`config.mk`:
```
export PLATFORM = sky130hd
export DESIGN_NAME = logic_unit_arbiter
export DESIGN_NICKNAME = d
export VERILOG_FILES = /design/src/rtl/logic_unit_pkg.sv /design/src/rtl/logic_alu.sv /design/src/rtl/logic_unit_arbiter.sv
export SDC_FILE = /design/constraint.sdc
export NUM_CORES = 1
export LEC_CHECK = 0
export ABC_AREA = 1
export BUFFER_PORTS_ARGS = -buffer_cell sky130_fd_sc_hd__buf_4
export CORE_MARGIN = 8
export CORE_UTILIZATION = 50
export CTS_CLUSTER_DIAMETER = 50
export DETAILED_ROUTE_END_ITERATION = 12
export PLACE_DENSITY = 0.81
export SLEW_MARGIN = 25
export SYNTH_ARGS = -nofsm -noshare
export SYNTH_HDL_FRONTEND = slang
export SYNTH_SLANG_ARGS = --single-unit
```
`constraint.sdc`:
```
create_clock -name clk -period 2.9 [get_ports clk]
set_input_delay 0.725 -clock clk [delete_from_list [all_inputs] [get_ports clk]]
set_output_delay 0.725 -clock clk [all_outputs]
set_load 0.01 [all_outputs]
```
`src/rtl/logic_unit_pkg.sv`:
```
// Shared types for the logical-operator arbiter slice.
// Opcode and FSM state encodings.
package logic_unit_pkg;

    typedef enum logic [1:0] {
        OP_LOR,
        OP_LAND,
        OP_LNOT,
        OP_BXOR
    } op_t;

    typedef enum logic [1:0] {
        S_IDLE,
        S_EXEC,
        S_RESP
    } state_t;

endpackage

```
`src/rtl/logic_alu.sv`:
```
// Combinational W-bit logical-operator unit.
// Logical ops return a single truth bit in bit 0.
module logic_alu
    import logic_unit_pkg::*;
#(
    parameter int W = 4
) (
    input  op_t          op,
    input  logic [W-1:0] a,
    input  logic [W-1:0] b,
    output logic [W-1:0] y
);

    always_comb begin
        y = '0;
        unique case (op)
            OP_LOR:  y[0] = (|a) | (|b);
            OP_LAND: y[0] = (|a) & (|b);
            OP_LNOT: y[0] = ~(|a);
            OP_BXOR: y    = a ^ b;
            default: y    = '0;
        endcase
    end

endmodule

```
`src/rtl/logic_unit_arbiter.sv`:
```
// Round-robin share of one logic_alu among N requesters,
// with a registered valid/ready response channel.
module logic_unit_arbiter
    import logic_unit_pkg::*;
#(
    parameter int N = 4,
    parameter int W = 4
) (
    input  logic                 clk,
    input  logic                 rst,
    input  logic [N-1:0]         req,
    input  logic [2*N-1:0]       req_op,
    input  logic [W*N-1:0]       req_a,
    input  logic [W*N-1:0]       req_b,
    output logic [N-1:0]         gnt,
    output logic                 rsp_valid,
    output logic [$clog2(N)-1:0] rsp_id,
    output logic [W-1:0]         rsp_data,
    input  logic                 rsp_ready,
    output logic                 busy
);

    localparam int IW = $clog2(N);

    state_t          state;
    logic [IW-1:0]   ptr;
    logic [IW-1:0]   win;
    logic [IW-1:0]   id_q;
    logic            any;
    logic            grant;
    op_t             op_q;
    logic [W-1:0]    a_q;
    logic [W-1:0]    b_q;
    logic [W-1:0]    alu_y;

    // Descending scan so the candidate closest to ptr is the last to win.
    always_comb begin
        any = 1'b0;
        win = '0;
        for (int k = N - 1; k >= 0; k--) begin
            if (req[(int'(ptr) + k) % N]) begin
                any = 1'b1;
                win = IW'((int'(ptr) + k) % N);
            end
        end
    end

    assign grant = (state == S_IDLE) && any && !rst;

    always_comb begin
        gnt = '0;
        if (grant) begin
            gnt[win] = 1'b1;
        end
    end

    assign rsp_valid = (state == S_RESP);
    assign busy      = (state != S_IDLE);

    logic_alu #(
        .W(W)
    ) u_alu (
        .op(op_q),
        .a (a_q),
        .b (b_q),
        .y (alu_y)
    );

    always_ff @(posedge clk) begin
        if (rst) begin
            state    <= S_IDLE;
            ptr      <= '0;
            id_q     <= '0;
            op_q     <= OP_LOR;
            a_q      <= '0;
            b_q      <= '0;
            rsp_id   <= '0;
            rsp_data <= '0;
        end else begin
            unique case (state)
                S_IDLE: begin
                    if (grant) begin
                        op_q  <= op_t'(req_op[2*win +: 2]);
                        a_q   <= req_a[W*win +: W];
                        b_q   <= req_b[W*win +: W];
                        id_q  <= win;
                        ptr   <= (win == IW'(N - 1)) ? '0 : win + 1'b1;
                        state <= S_EXEC;
                    end
                end
                S_EXEC: begin
                    rsp_data <= alu_y;
                    rsp_id   <= id_q;
                    state    <= S_RESP;
                end
                S_RESP: begin
                    if (rsp_ready) begin
                        state <= S_IDLE;
                    end
                end
                default: state <= S_IDLE;
            endcase
        end
    end

endmodule

```
==> flow_summary.ini, run 1 <==
[finish]
area_delta_synth_final_pct = 29.4
drive_gt1_share_pct = 29.7
antenna_cells = 0
num-nets-final = 370
finalInstanceArea_um2 = 2110

[placed_design]
place_area_um2 = 2070
hpwl_um = 3400
gp_congestion = 0.809
io_buffer_count = 58

[sta]
relSlewSlack_pct = 77.6
finalClockSkew_ns = 0.00302
maxSlewViolCount = 0
fmax_mhz = 371
fin_tns_setup_ns = 0
min_period_over_period_pct = 92.9
final-hold-violation-count = 0
tightest_slew_ns = 0.336
grt_setup_unrepaired = false
fin_crit_ns = 2.69
setup_viol = 0

[worst_setup_path]
slowest_stage = ha_1
path_max_fanout = 6
end_kind = output pin
path_cells = buf_4 > nand2_1 > nand2_1 > nand2_1 > nand2_1 > o21ai_2 > nand2_2 > nand2_2 > inv_2 > ha_1 > inv_1 > nor2_1 > buf_4
cpLargestDelayFamily = simple AND/OR/NAND/NOR gates
critPathBufInv = 4
max_stage_delay_ns = 0.19
cp-start-kind = input port
cp.depth = 13
reg2reg_depth = 12
crit_arrival_ns = 1.97
crit_top_cell = nand2_1
worst_ep_required_time_ns = 2.17
criticalPathCategory = in2out

[grt]
grt_max_degree = 20
grt_pass1_wl_um = 7130
grt_pass1_vias = 1678
antenna_found_initial = 0
gr-total-overflow = 0
track_usage_pct = 16.2

[yosys]
muxShareOfSynthArea_pct = 0
ys_seq_elements = 22
synth_fa_ha_area_share_pct = 3.07
syn_nets = 310
synth-compound-area-share_pct = 9.76
synthTopCellsByArea = dfxtp_1 (27%), nand2_1 (16%), nand3_1 (14%)
syn-cell-area_um2 = 1630
synth_xor_area_share_pct = 0
ys_types = 24
yosys_warnings = 0
synth_largest_area_cell = dfxtp_1
yosysSeqAreaShare_pct = 27.1
syn_area_per_cell_um2 = 6.28
synthSimpleGateAreaFrac_pct = 46.0
synth_cells = 259
synth_top_family_by_area = simple AND/OR/NAND/NOR gates
synth_top_area_share_pct = 27.1

[clocking]
cts.clk_slew.worst_paths_ns = 0.11
clock_latency_ns = 0.31
cts_tree = built
cts_buffers = 3
clock-sinks = 22
clock-root-buffer = clkbuf_4
htreeDepth = 1
ctsHoldBuffers = 0
cts_buffer_depth = 2

[routing]
drt-total-wl_um = 4190
postRouteAntennaNets = 0
viasPerCell = 4.94
vias = 1783
post_drt_wl_per_cell_um = 11.6
drt_pass1_iterations = 4
drtIter0Drc = 85
drc = 0

[job]
cap_violations = 0

[floorplan]
start_util_pct = 52.9
ios = 59
die_y_um = 73.1
die_w_um = 73.1
rows = 20
fp.dieArea_um2 = 5340
coreArea_um2 = 3080

[status]
status = finished clean

[min_path]
min_path_cells = 2
hold_class = reg2reg

[power]
ir_worst_vdd_mv = 0.458
p_leak_nw = 1.12
p_per_area_nw_per_um2 = 932
[what timing repair did]
action | 4_1_cts | 5_1_grt
setup buffers | 0 | 0
endpoints found under the setup margin | 0 | 4
resized for setup | 0 | 5
[logic make-up after synthesis]
logic type / Yosys count
AOI/OAI and AO/OA: 29
adders and majority gates: 4
and+or+nand+nor: 156
DFF: 22
buffers and inverters: 48
[through the flow]
step	power (mW)	hold WS (ns)	util, %	instances	setup slack, ns
final	1.96	0.469	68.5	361	0.207
after global routing	2.19	0.490	68.5	361	0.0368
after CTS	1.96	0.471	68.1	361	0.0588
after detailed placement	1.82	0.454	67.4	358	0.176
after global placement	1.80	0.447	67.4	358	0.208
after floorplan	1.57	0.431	-	259	0.367
[registers in the layout (all words and copies together) (netlist names)]
signal    cells
a_q           4
b_q           4
rsp_data      4
id_q          2
op_q          2
ptr           2
rsp_id        2
state         2
[worst paths after layout]
check,from,end,slack [ns]
setup / recovery,req[2],gnt[3],0.21
hold / removal,id_q[1],rsp_id[1],0.47
setup reg to reg,ptr[0],b_q[1],0.99
hold reg to reg,id_q[1],rsp_id[1],0.47
[cells in the final DEF (no fill, tap or decap)]
master | netlist | routed
o21ai_2 | 1 | 1
inv_1 | 35 | 35
buf_4 | 2 | 62
clkbuf_4 | 0 | 3
clkinv_1 | 2 | 2
dfxtp_1 | 22 | 20
inv_4 | 1 | 1
dfxtp_4 | 0 | 1
ha_1 | 4 | 4
o21ai_0 | 9 | 9
nand3_1 | 44 | 44
a21oi_1 | 10 | 10
nand2_1 | 70 | 70
nor2_1 | 20 | 20
nand2_4 | 3 | 3
o22ai_1 | 3 | 3
o21ai_1 | 5 | 5
nand4_1 | 1 | 1
o21bai_2 | 1 | 1
nor2_2 | 2 | 2
nand3_2 | 10 | 10
nand2_2 | 6 | 6
inv_2 | 3 | 2
inv_6 | 0 | 1
dfxtp_2 | 0 | 1
[power breakdown]
part / internal (mW) / switching, mW / total (mW)
Sequential: 0.405 / 0.0756 / 0.481
Clock: 0.0486 / 0.0864 / 0.135
Combinational: 0.502 / 0.844 / 1.35
[cells in the mapped netlist, drive strengths merged]
| master | n |
|---|---|
| o21ai | 15 |
| buf | 7 |
| inv | 39 |
| ha | 4 |
| o22ai | 3 |
| nor2 | 22 |
| a21oi | 10 |
| dfxtp | 22 |
| nand3 | 54 |
| nand4 | 1 |
| o21bai | 1 |
| nand2 | 79 |
| clkinv | 2 |
[layout make-up]
class / instances / area, um2
fillers: 299 / 971
flip-flops and latches: 22 / 445
multi-input cells: 189 / 957
inverters: 41 / 161
well taps: 44 / 55.1
repair buffers: 62 / 465
clock buffers: 3 / 22.5
[per-layer routing]
layer / vias to the layer above / wire length, um / global-route usage (%)
met5: - / 0 / 0
met4: 0 / 69 / 4.89
met3: 6 / 278 / 4.67
met2: 52 / 2000 / 27.9
met1: 779 / 1830 / 18.6
li1: 946 / - / -
[worst reg2reg max path: stages, from the launching register on]
cell and delay (ns):
dfxtp_4 0.40, inv_4 0.07, nand2_1 0.06, nand2_1 0.08, nand2_2 0.10, nand2_4 0.06, nor2_1 0.10, nand2_1 0.09
nand3_2 0.11, buf_4 0.19, clkinv_1 0.25, nand3_1 0.20, o21ai_1 0.08
(Power assumes the default switching activity.)
==> run 2, diff against run 1 <==
==> constraint.sdc (replaced) <==
create_clock -name clk -period 3 [get_ports clk]
set_input_delay 0.75 -clock clk [delete_from_list [all_inputs] [get_ports clk]]
set_output_delay 0.75 -clock clk [all_outputs]
set_load 0.01 [all_outputs]
==> flow_summary.ini, run 2 (same netlist as run 1, synthesis figures left out) <==
[sta]
finalClockSkew_ns = 0.00286
tightest_slew_ns = 0.353
min_period_over_period_pct = 92.3
fin_crit_ns = 2.77
grt_setup_unrepaired = false
setup_ws_ns = 0.232
setup_viol = 0
relSlewSlack_pct = 76.4
whs_ns = 0.469
maxSlewViolCount = 0
fin_tns_setup_ns = 0
final-hold-violation-count = 0
fmax_mhz = 361

[worst_setup_path]
cpLargestDelayFamily = simple AND/OR/NAND/NOR gates
crit_arrival_ns = 2.02
reg2reg_depth = 12
path_cells = buf_4 > nand2_1 > nand2_2 > nand2_4 > nand3_1 > o21bai_2 > nand2_4 > inv_4 > ha_1 > inv_1 > nor2_1 > buf_4
max_stage_delay_ns = 0.16
cp-start-kind = input port
worst_ep_required_time_ns = 2.25
path_max_fanout = 10
critPathBufInv = 4
end_kind = output pin
slowest_stage = o21bai_2
crit_start = req[1]
criticalPathCategory = in2out
r2r-start = ptr[0]
cp.depth = 12

[floorplan]
die_w_um = 73.1
coreArea_um2 = 3080
start_util_pct = 52.9
fp.dieArea_um2 = 5340
ios = 59
rows = 20
die_y_um = 73.1

[status]
status = finished clean

[clocking]
clock-sinks = 22
cts_buffer_depth = 2
clock_latency_ns = 0.31
clock-root-buffer = clkbuf_4
cts_tree = built
ctsHoldBuffers = 0
cts_buffers = 3
cts.clk_slew.worst_paths_ns = 0.11
htreeDepth = 1

[grt]
antenna_found_initial = 0
track_usage_pct = 16.2
grt_pass1_wl_um = 7130
grt_max_degree = 20
gr-total-overflow = 0
grt_pass1_vias = 1678

[min_path]
min_path_cells = 2
holdCritStartpoint = id_q[1]
hold_class = reg2reg

[routing]
post_drt_wl_per_cell_um = 11.5
postRouteAntennaNets = 0
drc = 0
drt_pass1_iterations = 4
drt-total-wl_um = 4170
vias = 1784
drtIter0Drc = 82
viasPerCell = 4.94

[job]
cap_violations = 0

[placed_design]
place_area_um2 = 2070
io_buffer_count = 58
gp_congestion = 0.810
hpwl_um = 3400
dpl.cell_count = 358
pre_cts_ws_ns = 0.226

[finish]
ff_latch_area_um2 = 442
antenna_cells = 0
fillCellCount = 303
drive_gt1_share_pct = 29.3
num-nets-final = 370
largest_registers = a_q (4), b_q (4), rsp_data (4)
final_cell_mix = nand2_1 (70), buf_4 (62), nand3_1 (44), inv_1 (35), dfxtp_1 (21)
final_util_pct = 68.2
multi_input_area_um2 = 957
area_delta_synth_final_pct = 28.9
finalInstanceArea_um2 = 2100
layoutNonFillerInstCount = 361
final_common_cell = nand2_1

[power]
ir_worst_vdd_mv = 0.443
p_leak_nw = 1.12
power.total_mw = 1.89
p_per_area_nw_per_um2 = 900
==> run 2: cell counts in the layout (fill, tap and decap cells not counted) <==
No cell type changed its count.
==> run 2: final cells by class <==
cell class	instances	area share (%)
multi-input combinational	189	45.6
inverter	41	7.45
timing repair buffer	62	22.2
sequential	22	21.0
tap	44	2.62
clock buffer	3	1.07
==> run 2: power breakdown <==
| group | internal, mW | switching [mW] |
|---|---|---|
| registers | 0.389 | 0.0712 |
| logic | 0.482 | 0.813 |
| clock network | 0.0471 | 0.0851 |
==> run 2: worst paths after layout <==
kind	to	slack [ns]
min reg2reg	rsp_id[1]	0.47
max reg2reg	b_q[1]	1.05
max	gnt[1]	0.23
min	rsp_id[1]	0.47
==> run 2: what timing repair did <==
| item | 4_1_cts | 5_1_grt |
|---|---|---|
| setup buffers | 0 | 0 |
| setup endpoints to repair | 0 | 3 |
| resized for setup | 0 | 1 |
==> run 2: worst register-to-register path, delay by kind of cell (launching register included) <==
kind,cells,cell delay [ns]
buffers and inverters,3,0.54
AND/OR/NAND/NOR,8,0.82
flip-flops,1,0.40
AO/OA/AOI/OAI,1,0.08
==> run 2: per-layer routing <==
layer,up-vias,global-route usage [%],part of all wire (%)
met5,-,0,0
met4,0,4.89,1.3
met3,6,4.67,6.8
met2,55,27.9,48
met1,779,18.6,44
li1,944,-,-
==> run 3, diff against run 2 <==
--- a/config.mk
+++ b/config.mk
@@ -8,10 +8,9 @@
 export ABC_AREA = 1
 export BUFFER_PORTS_ARGS = -buffer_cell sky130_fd_sc_hd__buf_4
 export CORE_MARGIN = 8
-export CORE_UTILIZATION = 50
+export CORE_UTILIZATION = 35
 export CTS_CLUSTER_DIAMETER = 50
 export DETAILED_ROUTE_END_ITERATION = 12
-export PLACE_DENSITY = 0.81
 export SLEW_MARGIN = 25
 export SYNTH_ARGS = -nofsm -noshare
 export SYNTH_HDL_FRONTEND = slang
==> flow_summary.ini, run 3 (same netlist as run 1, synthesis figures left out) <==
[worst_setup_path]
criticalPathCategory = in2out
cpLargestDelayFamily = simple AND/OR/NAND/NOR gates
end_kind = output pin
path_max_fanout = 10
critPathBufInv = 5
worst_ep_required_time_ns = 2.25
path_cells = buf_4 > inv_1 > nand2_1 > nand3_1 > nand3_1 > o21bai_2 > nand2_4 > inv_4 > ha_1 > inv_1 > nor2_1 > buf_4
max_stage_delay_ns = 0.17
crit_arrival_ns = 2.06
slowest_stage = o21bai_2
cp-start-kind = input port

[routing]
postRouteAntennaNets = 0
drtIter0Drc = 65
drc = 0
drt-total-wl_um = 4570
post_drt_wl_per_cell_um = 12.2
vias = 1755
drt_pass1_iterations = 4
viasPerCell = 4.71

[power]
power.switching_uw = 985
power.total_mw = 2.05
p_int_mw = 1.06
p_per_area_nw_per_um2 = 945
p_leak_nw = 1.15
p_clk_share_pct = 13.7
pwr-share-seq_pct = 22.5
p_comb_share_pct = 63.9
ir_worst_vdd_mv = 0.467
sw_frac_of_total_pct = 48.1

[sta]
relSlewSlack_pct = 77.3
grt_setup_unrepaired = false
maxSlewViolCount = 0
fmax_mhz = 356
setup_viol = 0
fin_crit_ns = 2.81
fin_tns_setup_ns = 0
setup_ws_ns = 0.191
finalClockSkew_ns = 0.000948
whs_ns = 0.457
tightest_slew_ns = 0.340
final-hold-violation-count = 0
min_period_over_period_pct = 93.6

[finish]
antenna_cells = 0
final_common_cell = nand2_1
final_cell_mix = nand2_1 (70), buf_4 (63), nand3_1 (44), inv_1 (35), dfxtp_1 (21)
num-nets-final = 371
final_util_pct = 47.1
area_delta_synth_final_pct = 33.1
largest_registers = a_q (4), b_q (4), rsp_data (4)
drive_gt1_share_pct = 29.8

[clocking]
clock-sinks = 22
clock_latency_ns = 0.26
cts_buffer_depth = 2
cts_buffers = 3
cts_tree = built
htreeDepth = 1
cts_setup_buffers = 0
cts.clk_slew.worst_paths_ns = 0.08
clock-root-buffer = clkbuf_8

[min_path]
hold_class = reg2reg

[floorplan]
start_util_pct = 35.4
die_y_um = 84.2
fp.dieArea_um2 = 7090
coreArea_um2 = 4600
rows = 25
ios = 59
die_w_um = 84.2

[placed_design]
pre_cts_ws_ns = 0.183
io_buffer_count = 58
gp_congestion = 0.829
hpwl_um = 3700

[grt]
track_usage_pct = 13.4
antenna_found_initial = 0
grt_max_degree = 20
gr-total-overflow = 0
grt_pass1_wl_um = 8170
grt_pass1_vias = 1806

[job]
cap_violations = 0

[status]
status = finished clean
## run 3: cell type report
| class | count | area (um2) |
|---|---|---|
| fill | 486 | 2430 |
| multi-input combinational | 189 | 957 |
| timing repair buffer | 63 | 473 |
| sequential | 22 | 442 |
| inverter | 41 | 156 |
| tap | 54 | 67.6 |
| clock buffer | 3 | 41.3 |
| clock inverter | 1 | 30.0 |
## run 3: metrics by stage
stage          instances  area (um2)
6_report             373        2170
4_1_cts              373        2170
3_3_place_gp         369        2090
5_1_grt              373        2170
3_5_place_dp         369        2090
2_1_floorplan        259        1630
## run 3: path summary, 6_finish.rpt
check / cells after the start / endpoint / slack, ns / from
setup / recovery: 12 / gnt[0] / 0.19 / req[3]
setup reg to reg: 11 / a_q[1] / 1.07 / ptr[0]
hold / removal: 2 / rsp_id[0] / 0.46 / id_q[0]
hold reg to reg: 2 / rsp_id[0] / 0.46 / id_q[0]
## run 3: per-layer routing
metal / share of wire [%] / global-route usage (%)
met1: 46 / 16.7
met2: 46 / 21.7
met3: 6.3 / 3.10
met4: 1.8 / 5.34
met5: 0 / 0
## run 3: power by group through the flow
stage	sequential, mW	combinational, mW	clock [mW]
after floorplan	0.453	1.07	0
after global placement	0.465	1.31	0
after detailed placement	0.465	1.32	0
after CTS	0.459	1.32	0.283
after global routing	0.475	1.51	0.297
final	0.460	1.31	0.280
## run 3: repair_timing
| item | 4_1_cts | 5_1_grt |
|---|---|---|
| endpoints found under the hold margin | 0 | 0 |
| hold buffers | 0 | 0 |
| setup endpoints to repair | 0 | 4 |
| resized for setup | 0 | 1 |
## run 3: worst min-delay path, stage by stage (launching register included)
cell,delay [ns]
dfxtp_1,0.30
inv_1,0.06
a21oi_1,0.06
